**config.mk**
```make
export PLATFORM = sky130hd
export DESIGN_NAME = pll_dco
export DESIGN_NICKNAME = d
export VERILOG_FILES = /design/src/rtl/pll_dco.sv
export SDC_FILE = /design/constraint.sdc
export NUM_CORES = 1
export LEC_CHECK = 0
export BUFFER_PORTS_ARGS = -buffer_cell sky130_fd_sc_hd__buf_2
export CORE_MARGIN = 10
export CORE_UTILIZATION = 40
export CTS_CLUSTER_DIAMETER = 60
export DETAILED_ROUTE_END_ITERATION = 10
export GPL_TIMING_DRIVEN = 0
export PLACE_DENSITY_LB_ADDON = 0.2
export SLEW_MARGIN = 10
export SYNTH_ARGS = -nofsm -noshare
export SYNTH_HDL_FRONTEND = slang
export SYNTH_SLANG_ARGS = --single-unit
export TNS_END_PERCENT = 5
```
**constraint.sdc**
```tcl
create_clock -name ClockIn -period 7.1 [get_ports ClockIn]
set_input_delay 0.355 -clock ClockIn [delete_from_list [all_inputs] [get_ports ClockIn]]
set_output_delay 0.355 -clock ClockIn [all_outputs]
set_load 0.02 [all_outputs]
```
**src/rtl/pll_dco.sv**
```systemverilog
// Digitally controlled oscillator: divides ClockIn into PLLClock, slewing the divisor from the comparator code.
// Optional macro PLL_DCO_ACCEL_EN enables an accelerating step size for repeated same-direction adjustments.
module pll_dco #(
    parameter int CNT_W    = 8,
    parameter int DIV_INIT = 32,
    parameter int DIV_MIN  = 4,
    parameter int DIV_MAX  = 250,
    parameter int STEP     = 1,
    parameter int SETTLE   = 4,
    parameter int LOCK_CNT = 8
) (
    input  logic             ClockIn,
    input  logic             Reset,
    input  logic [1:0]       AdjustFreq,
    output logic             PLLClock,
    output logic [CNT_W-1:0] Divisor,
    output logic             Locked,
    output logic             AtLimit
);

    localparam int WIDE  = CNT_W + 1;
    localparam int SET_W = (SETTLE > 0) ? $clog2(SETTLE + 1) : 1;
    localparam int LCK_W = $clog2(LOCK_CNT + 1);

    typedef enum logic {
        StRun,
        StSettle
    } state_t;

    state_t           state, stateNext;
    logic [1:0]       syncFf1, syncFf2, syncAdj;
    logic [CNT_W-1:0] perCnt, perNext, divNext;
    logic [SET_W-1:0] settleCnt, settleNext;
    logic [LCK_W-1:0] lockCnt, lockNext;
    logic             lockedNext, clkNext, periodEnd;
    logic [WIDE-1:0]  wideDiv, stepSize, upVal, downVal, target;

`ifdef PLL_DCO_ACCEL_EN
    logic [1:0] accelK, accelKNext;
    logic       lastDir, lastDirNext, dirValid, dirValidNext;
    logic       reversal;
`endif

    assign syncAdj   = syncFf2;
    assign periodEnd = (perCnt == Divisor - CNT_W'(1));
    assign AtLimit   = (Divisor == CNT_W'(DIV_MIN)) || (Divisor == CNT_W'(DIV_MAX));

    always_comb begin
        stateNext  = state;
        settleNext = settleCnt;
        lockNext   = lockCnt;
        lockedNext = Locked;
        divNext    = Divisor;
        perNext    = periodEnd ? '0 : perCnt + CNT_W'(1);
        wideDiv    = {1'b0, Divisor};
`ifdef PLL_DCO_ACCEL_EN
        accelKNext   = accelK;
        lastDirNext  = lastDir;
        dirValidNext = dirValid;
        reversal     = dirValid && (lastDir != (syncAdj == 2'b11));
        stepSize     = WIDE'(STEP) << (reversal ? 2'd0 : accelK);
`else
        stepSize     = WIDE'(STEP);
`endif
        // Both candidates are formed one bit wider so neither direction can wrap before clamping.
        upVal   = wideDiv + stepSize;
        if (upVal > WIDE'(DIV_MAX))
            upVal = WIDE'(DIV_MAX);
        downVal = (wideDiv < WIDE'(DIV_MIN) + stepSize) ? WIDE'(DIV_MIN) : wideDiv - stepSize;
        case (syncAdj)
            2'b11:   target = downVal;
            2'b00:   target = upVal;
            default: target = wideDiv;
        endcase

        if (periodEnd) begin
            case (state)
                StRun: begin
                    if (syncAdj == 2'b01) begin
                        if (lockCnt != LCK_W'(LOCK_CNT))
                            lockNext = lockCnt + LCK_W'(1);
                        lockedNext = (lockNext == LCK_W'(LOCK_CNT));
`ifdef PLL_DCO_ACCEL_EN
                        accelKNext   = 2'd0;
                        dirValidNext = 1'b0;
`endif
                    end else begin
                        lockNext   = '0;
                        lockedNext = 1'b0;
                        if (target != wideDiv) begin
                            divNext = target[CNT_W-1:0];
                            if (SETTLE > 0) begin
                                stateNext  = StSettle;
                                settleNext = SET_W'(SETTLE);
                            end
`ifdef PLL_DCO_ACCEL_EN
                            accelKNext   = reversal ? 2'd0 : ((accelK == 2'd3) ? 2'd3 : accelK + 2'd1);
                            lastDirNext  = (syncAdj == 2'b11);
                            dirValidNext = 1'b1;
`endif
                        end else begin
`ifdef PLL_DCO_ACCEL_EN
                            accelKNext   = 2'd0;
                            dirValidNext = 1'b0;
`endif
                        end
                    end
                end
                StSettle: begin
                    if (settleCnt <= SET_W'(1)) begin
                        settleNext = '0;
                        stateNext  = StRun;
                    end else begin
                        settleNext = settleCnt - SET_W'(1);
                    end
                end
                default: stateNext = StRun;
            endcase
        end

        // The new divisor already governs the half-period split of the period that starts here.
        clkNext = (perNext < (divNext >> 1));
    end

    always_ff @(posedge ClockIn or posedge Reset) begin
        if (Reset) begin
            syncFf1   <= 2'b01;
            syncFf2   <= 2'b01;
            perCnt    <= '0;
            state     <= StRun;
            settleCnt <= '0;
            lockCnt   <= '0;
            Locked    <= 1'b0;
            Divisor   <= CNT_W'(DIV_INIT);
            PLLClock  <= 1'b0;
        end else begin
            syncFf1   <= AdjustFreq;
            syncFf2   <= syncFf1;
            perCnt    <= perNext;
            state     <= stateNext;
            settleCnt <= settleNext;
            lockCnt   <= lockNext;
            Locked    <= lockedNext;
            Divisor   <= divNext;
            PLLClock  <= clkNext;
        end
    end

`ifdef PLL_DCO_ACCEL_EN
    always_ff @(posedge ClockIn or posedge Reset) begin
        if (Reset) begin
            accelK   <= 2'd0;
            lastDir  <= 1'b0;
            dirValid <= 1'b0;
        end else begin
            accelK   <= accelKNext;
            lastDir  <= lastDirNext;
            dirValid <= dirValidNext;
        end
    end
`endif

endmodule

```
### Word-level counts from Yosys, hierarchy flattened

Cells that the tools add are included.

* add/subtract/negate cells: 6
* multiplexer cells: 22
* equality and inequality tests: 10
* bitwise operators: 2
* reductions and logical operators: 5
* $lt $le $gt $ge: 4

Operators with widths (count)
* $mux 8: 5
* $mux 4: 5
* $mux 9: 2
* $pmux 9 s2: 1
* $add 8x1->9 const B: 1
* $gt 9x8->1 const B: 1
* $mux 3: 3
* $ne 9x8->1: 1
* $sub 8x1->9 const B: 1
* $add 8x1->8 const B: 1
* $eq 8x3->1 const B: 1
* $eq 8x8->1: 1
* $eq 8x8->1 const B: 1
* $lt 8x3->1 const B: 1
* $lt 8x7->1: 1
* $sub 8x1->8 const B: 1
* $pmux 3 s2: 1
* $add 4x1->4 const B: 1
* $eq 4x4->1 const B: 1
* $mux 1: 4
* $ne 2x2->1 const B: 2
* $ne 4x4->1 const B: 1
* $reduce_and 4->1: 1
* $le 3x1->1 const B: 1
* other kinds (9): 10

* input port bits: 4
* logic and storage cells: 59
* output and inout port bits: 11
* register bits: 30

### Depth between registers and ports, before layout

* depth after elaboration: 10
* mapped depth: 18
* depth with buffers taken out: 16

### Worst setup path before layout

No wires, ideal clock.

* path kind: register to register
* start: register Divisor[1]
* end: register PLLClock
* clock period less this slack: 4.206 ns
* stages on the path, launching flop included: 19
* setup slack: 2.894 ns
* buffers on the path: 3
* arrival: 4.111 ns
* setup time: 0.095 ns
* data required time: 7.005 ns
* cells stage by stage: dfrtp_1 > ha_1 > clkbuf_2 > and3_1 > clkbuf_1 > a21oi_1 > and3_1 > a2111o_1 > a2111oi_4 > a211o_2 > buf_6 > o21ai_1 > o21a_1 > ha_1 > a21o_1 > a21oi_1 > o221ai_1 > or3_1 > o32ai_2

* word-level cells in the longest chain between the ends: 10
* elaborated cells between the ends (all ways): 16
* those cells by class: add/sub: 3; order compare: 3; eq/ne: 2; mux: 8

RTL lines
* start: declaration: RTL line 16 `output logic [CNT_W-1:0] Divisor,`
* start signal: assignment: RTL line 134 `Divisor <= CNT_W'(DIV_INIT);`
* start signal: assignment: RTL line 144 `Divisor <= divNext;`
* $add 8x1->9: RTL line 66 `upVal = wideDiv + stepSize;`
* $gt 9x8->1: RTL line 67 `if (upVal > WIDE'(DIV_MAX))`
* $mux 9: RTL line 67
* $pmux 9 s2: RTL line 70 `case (syncAdj)`
* $ne 9x8->1: RTL line 90 `if (target != wideDiv) begin`
* $mux 8: RTL line 90
* $mux 8: RTL line 79 `if (syncAdj == 2'b01) begin`
* $mux 8: RTL line 77 `case (state)`
* $mux 8: RTL line 76 `if (periodEnd) begin`
* $lt 8x7->1 *: RTL line 122 `clkNext = (perNext < (divNext >> 1));`
* via clkNext: RTL line 35 `logic lockedNext, clkNext, periodEnd;`
* end signal: assignment: RTL line 145 `PLLClock <= clkNext;`
* end: declaration: RTL line 15 `output logic PLLClock,`

Mark *: on every way through the listed nets, which the timed path passes. The rest lies on a longest branch.
A chain may end at the register's enable or synchronous reset.

### Final worst setup path

* start: register Divisor[0]
* end: register PLLClock

The elaborated chain is that of the path after synthesis.

==> results.py <==
metrics = {
    "setup_path": {
        "crit_type": "flop to flop",
        "worst_ep_arrival_time_ps": 5100,
        "worstPathRequired_ps": 7290,
        "critPathTopFamily": "compound AO/OA/AOI/OAI gates",
        "start_kind": "flop",
        "endpoint_kind": "flop",
        "crit_fanout": 10,
        "cpPeakStageDelay_ps": 520,
        "path_buf_inv": 3,
        "critPathSlowestCell": "dfrtp_1",
        "crit_path_frequent_cell": "ha_1",
        "path_cells": "inv_1 -> ha_1 -> buf_2 -> nor4b_2 -> and2b_1 -> xnor2_1 -> a2111oi_4 -> nand3_1 -> a211o_2 -> buf_6 -> o32ai_1 -> ha_1 -> a21oi_1 -> o221ai_1 -> or3_1 -> o32ai_2",
    },
    "yosys": {
        "ys_ff_latch": 30,
        "syn-instance-count": 298,
        "yosysTopAreaCell": "dfrtp_1",
        "synth_fp_nets": 320,
        "yosysMostFrequentCell": "nor2_1",
        "synth-edff-count": 0,
        "ys_seq_area_share_pct": 29.3,
        "netlist.area_leader.share_pct": 26.3,
        "synthFlopType": "dfrtp_1",
        "ys_types": 64,
        "avgSynthCellArea_sq_um": 8.63,
        "ys.warnings.count": 0,
        "synth-async-reset-ratio_pct": 100,
        "synth.area.top_cells": "dfrtp_1 (26%), ha_1 (8.8%), xnor2_1 (4.4%)",
        "yosys-top-cells-count": "nor2_1 (30), dfrtp_1 (27), nand2_1 (21)",
        "synthesis.area_sq_um": 2570,
    },
    "sta": {
        "slew_headroom_pct": 45.1,
        "grt_setup_unrepaired": "no",
        "worst_pin_slew_ps": 817,
        "max_freq_mhz": 204,
        "finalHoldViolations": 0,
        "post-route-period-util_pct": 69.2,
        "tns_ps": 0,
        "fin_ws_ps": 2190,
        "finClkSkew_ps": 12.0,
        "setup_violations": 0,
        "drv_slew": 0,
        "post-route-min-period_ps": 4910,
    },
    "final_layout": {
        "n_antenna_cell": 0,
        "multi_input_area_sq_um": 1650,
        "drive_above_1_share_pct": 14.1,
        "final_nets": 341,
        "n_fill_cell": 632,
        "regArea_sq_um": 754,
        "syn2layout_area_growth_pct": 10.9,
    },
    "global_route": {
        "overflow": 0,
        "grt_max_degree": 31,
        "first_global_vias": 2307,
        "grt_usage_pct": 14.0,
        "antenna_found_initial": 0,
        "grt_pass1_wl_mm": 11.5,
    },
    "clock_network": {
        "insertion_delay_ps": 290,
        "cts_root_buf": "clkbuf_8",
        "htreeDepth": 2,
        "clkTransAtPathRegs_ps": 80,
        "cts.repair.resized": 0,
        "cts_setup_buffers": 0,
        "numClockSinks": 30,
        "postCtsHoldBufs": 0,
        "ctsLongestPathBuffers": 2,
        "numCtsBuffers": 5,
        "cts_tree": "built",
    },
    "placement": {
        "portBuffers": 14,
        "dp_slack_ps": 2240,
        "post-dp-hpwl_mm": 4.93,
        "gp_congestion": 0.910,
    },
    "routing": {
        "dr.first_iter.drc_count": 171,
        "drcViolationCount": 0,
        "detail-route-antenna-nets": 0,
        "via_per_inst": 5.76,
        "firstDrtPassIters": 4,
        "routedWlPerCell_microns": 16.8,
        "wl_mm": 6.67,
        "via_count": 2280,
    },
    "status": {
        "status": "complete, no violations",
    },
    "floorplanning": {
        "initial_core_util_pct": 40.7,
        "io_pins": 15,
        "die-height_microns": 100,
        "dieArea_sq_um": 10000,
        "core_area_sq_um": 6310,
        "die_width_microns": 100,
        "num_rows": 29,
    },
    "power_and_ir_drop": {
        "p_per_area_nw_per_um2": 133,
        "irDropWorstVdd_v": 0.0000886,
        "totalPowerFinal_w": 0.000379,
        "p_leak_nw": 1.19,
    },
    "run": {
        "drv_cap": 0,
    },
    "hold_path": {
        "hp-class": "input port to async pin",
    },
}
## routing by layer
metal	share of wire, %	global-route usage (%)	vias up
met4	1.0	4.24	0
li1	-	-	1138
met1	46	18.4	1063
met3	6.5	3.09	5
met2	46	22.2	74
met5	0	0	-
## path summary, 6_finish.rpt
| path | from | cells past startpoint | endpoint | slack (ps) |
|---|---|---|---|---|
| min in group ClockIn | AdjustFreq[0] | 1 | syncFf1[0]$_DFF_PP1_ | 170 |
| max reg2reg | Divisor[0]$_DFFE_PP0P_ | 16 | PLLClock$_DFF_PP0_ | 2190 |
| min | Reset | 2 | Divisor[1]$_DFF_PP0_ | 160 |
| max | Divisor[0]$_DFFE_PP0P_ | 16 | PLLClock$_DFF_PP0_ | 2190 |
| min reg2reg | syncFf1[0]$_DFF_PP1_ | 0 | syncAdj[0]$_DFF_PP1_ | 350 |
| max in group asynchronous | Reset | 2 | Divisor[3]$_DFF_PP0_ | 6510 |
## registers in the layout, summed over array words and instances (netlist names)
signal	flops
syncAdj	2
Locked	1
perCnt	8
settleCnt	3
Divisor	8
PLLClock	1
state	1
syncFf1	2
lockCnt	4
## where the power goes
part | internal [W] | leakage [nW] | switching [W] | total [W]
logic | 0.00000637 | 0.742 | 0.0000170 | 0.0000234
registers | 0.000173 | 0.390 | 0.000000513 | 0.000173
clock network | 0.000112 | 0.0573 | 0.0000700 | 0.000182
total | 0.000291 | 1.19 | 0.0000875 | 0.000379
## worst register-to-register path, cell delays in order, from the launching register on
cell	delay [ps]
dfrtp_1	520
inv_1	200
ha_1	200
buf_2	240
nor4b_2	340
and2b_1	280
xnor2_1	140
a2111oi_4	390
nand3_1	230
a211o_2	400
buf_6	160
o32ai_1	490
ha_1	350
a21oi_1	160
o221ai_1	160
or3_1	350
o32ai_2	210
## area by class of cell
| type | instances | share of cell area, % |
|---|---|---|
| multi-input combinational | 231 | 57.8 |
| sequential | 30 | 26.5 |
| buffer | 20 | 3.69 |
| tap | 77 | 3.38 |
| clock buffer | 6 | 2.90 |
| timing repair buffer | 14 | 2.46 |
| inverter | 17 | 2.24 |
| clock inverter | 1 | 1.05 |
## cell families after synthesis
group	share of synthesized area, %
simple gates	20.3
compound gates	27.3
buf+inv	6.57
flops	29.3
xor+xnor	6.81
fa+ha+maj	8.76
mux	0.876
## cells in the final DEF (no fill, tap or decap), types with 4 or more instances in the layout
| cell type | Yosys | layout |
|---|---|---|
| a21oi_1 | 16 | 16 |
| a31oi_1 | 8 | 8 |
| and3_1 | 5 | 5 |
| buf_2 | 2 | 16 |
| clkbuf_1 | 12 | 12 |
| clkbuf_8 | 0 | 6 |
| dfrtp_1 | 27 | 27 |
| ha_1 | 18 | 18 |
| inv_1 | 16 | 15 |
| nand2_1 | 21 | 21 |
| nand2b_1 | 4 | 4 |
| nand3_1 | 14 | 14 |
| nor2_1 | 30 | 30 |
| nor2b_1 | 4 | 4 |
| nor3_1 | 4 | 4 |
| o21ai_0 | 13 | 13 |
| o21ai_1 | 4 | 4 |
| o22ai_1 | 5 | 5 |
| xnor2_1 | 13 | 13 |
| xor2_1 | 7 | 7 |
## through the flow
step / std cells / hold slack, ps / utilization, % / cell area [sq um]
6_report: 396 / 156 / 45.1 / 2850
3_3_place_gp: 389 / 342 / 43.4 / 2740
2_1_floorplan: 298 / 331 / - / 2570
4_1_cts: 396 / 162 / 45.1 / 2850
5_1_grt: 396 / 159 / 45.1 / 2850
3_5_place_dp: 389 / 340 / 43.4 / 2740
(Power assumes the default switching activity.)
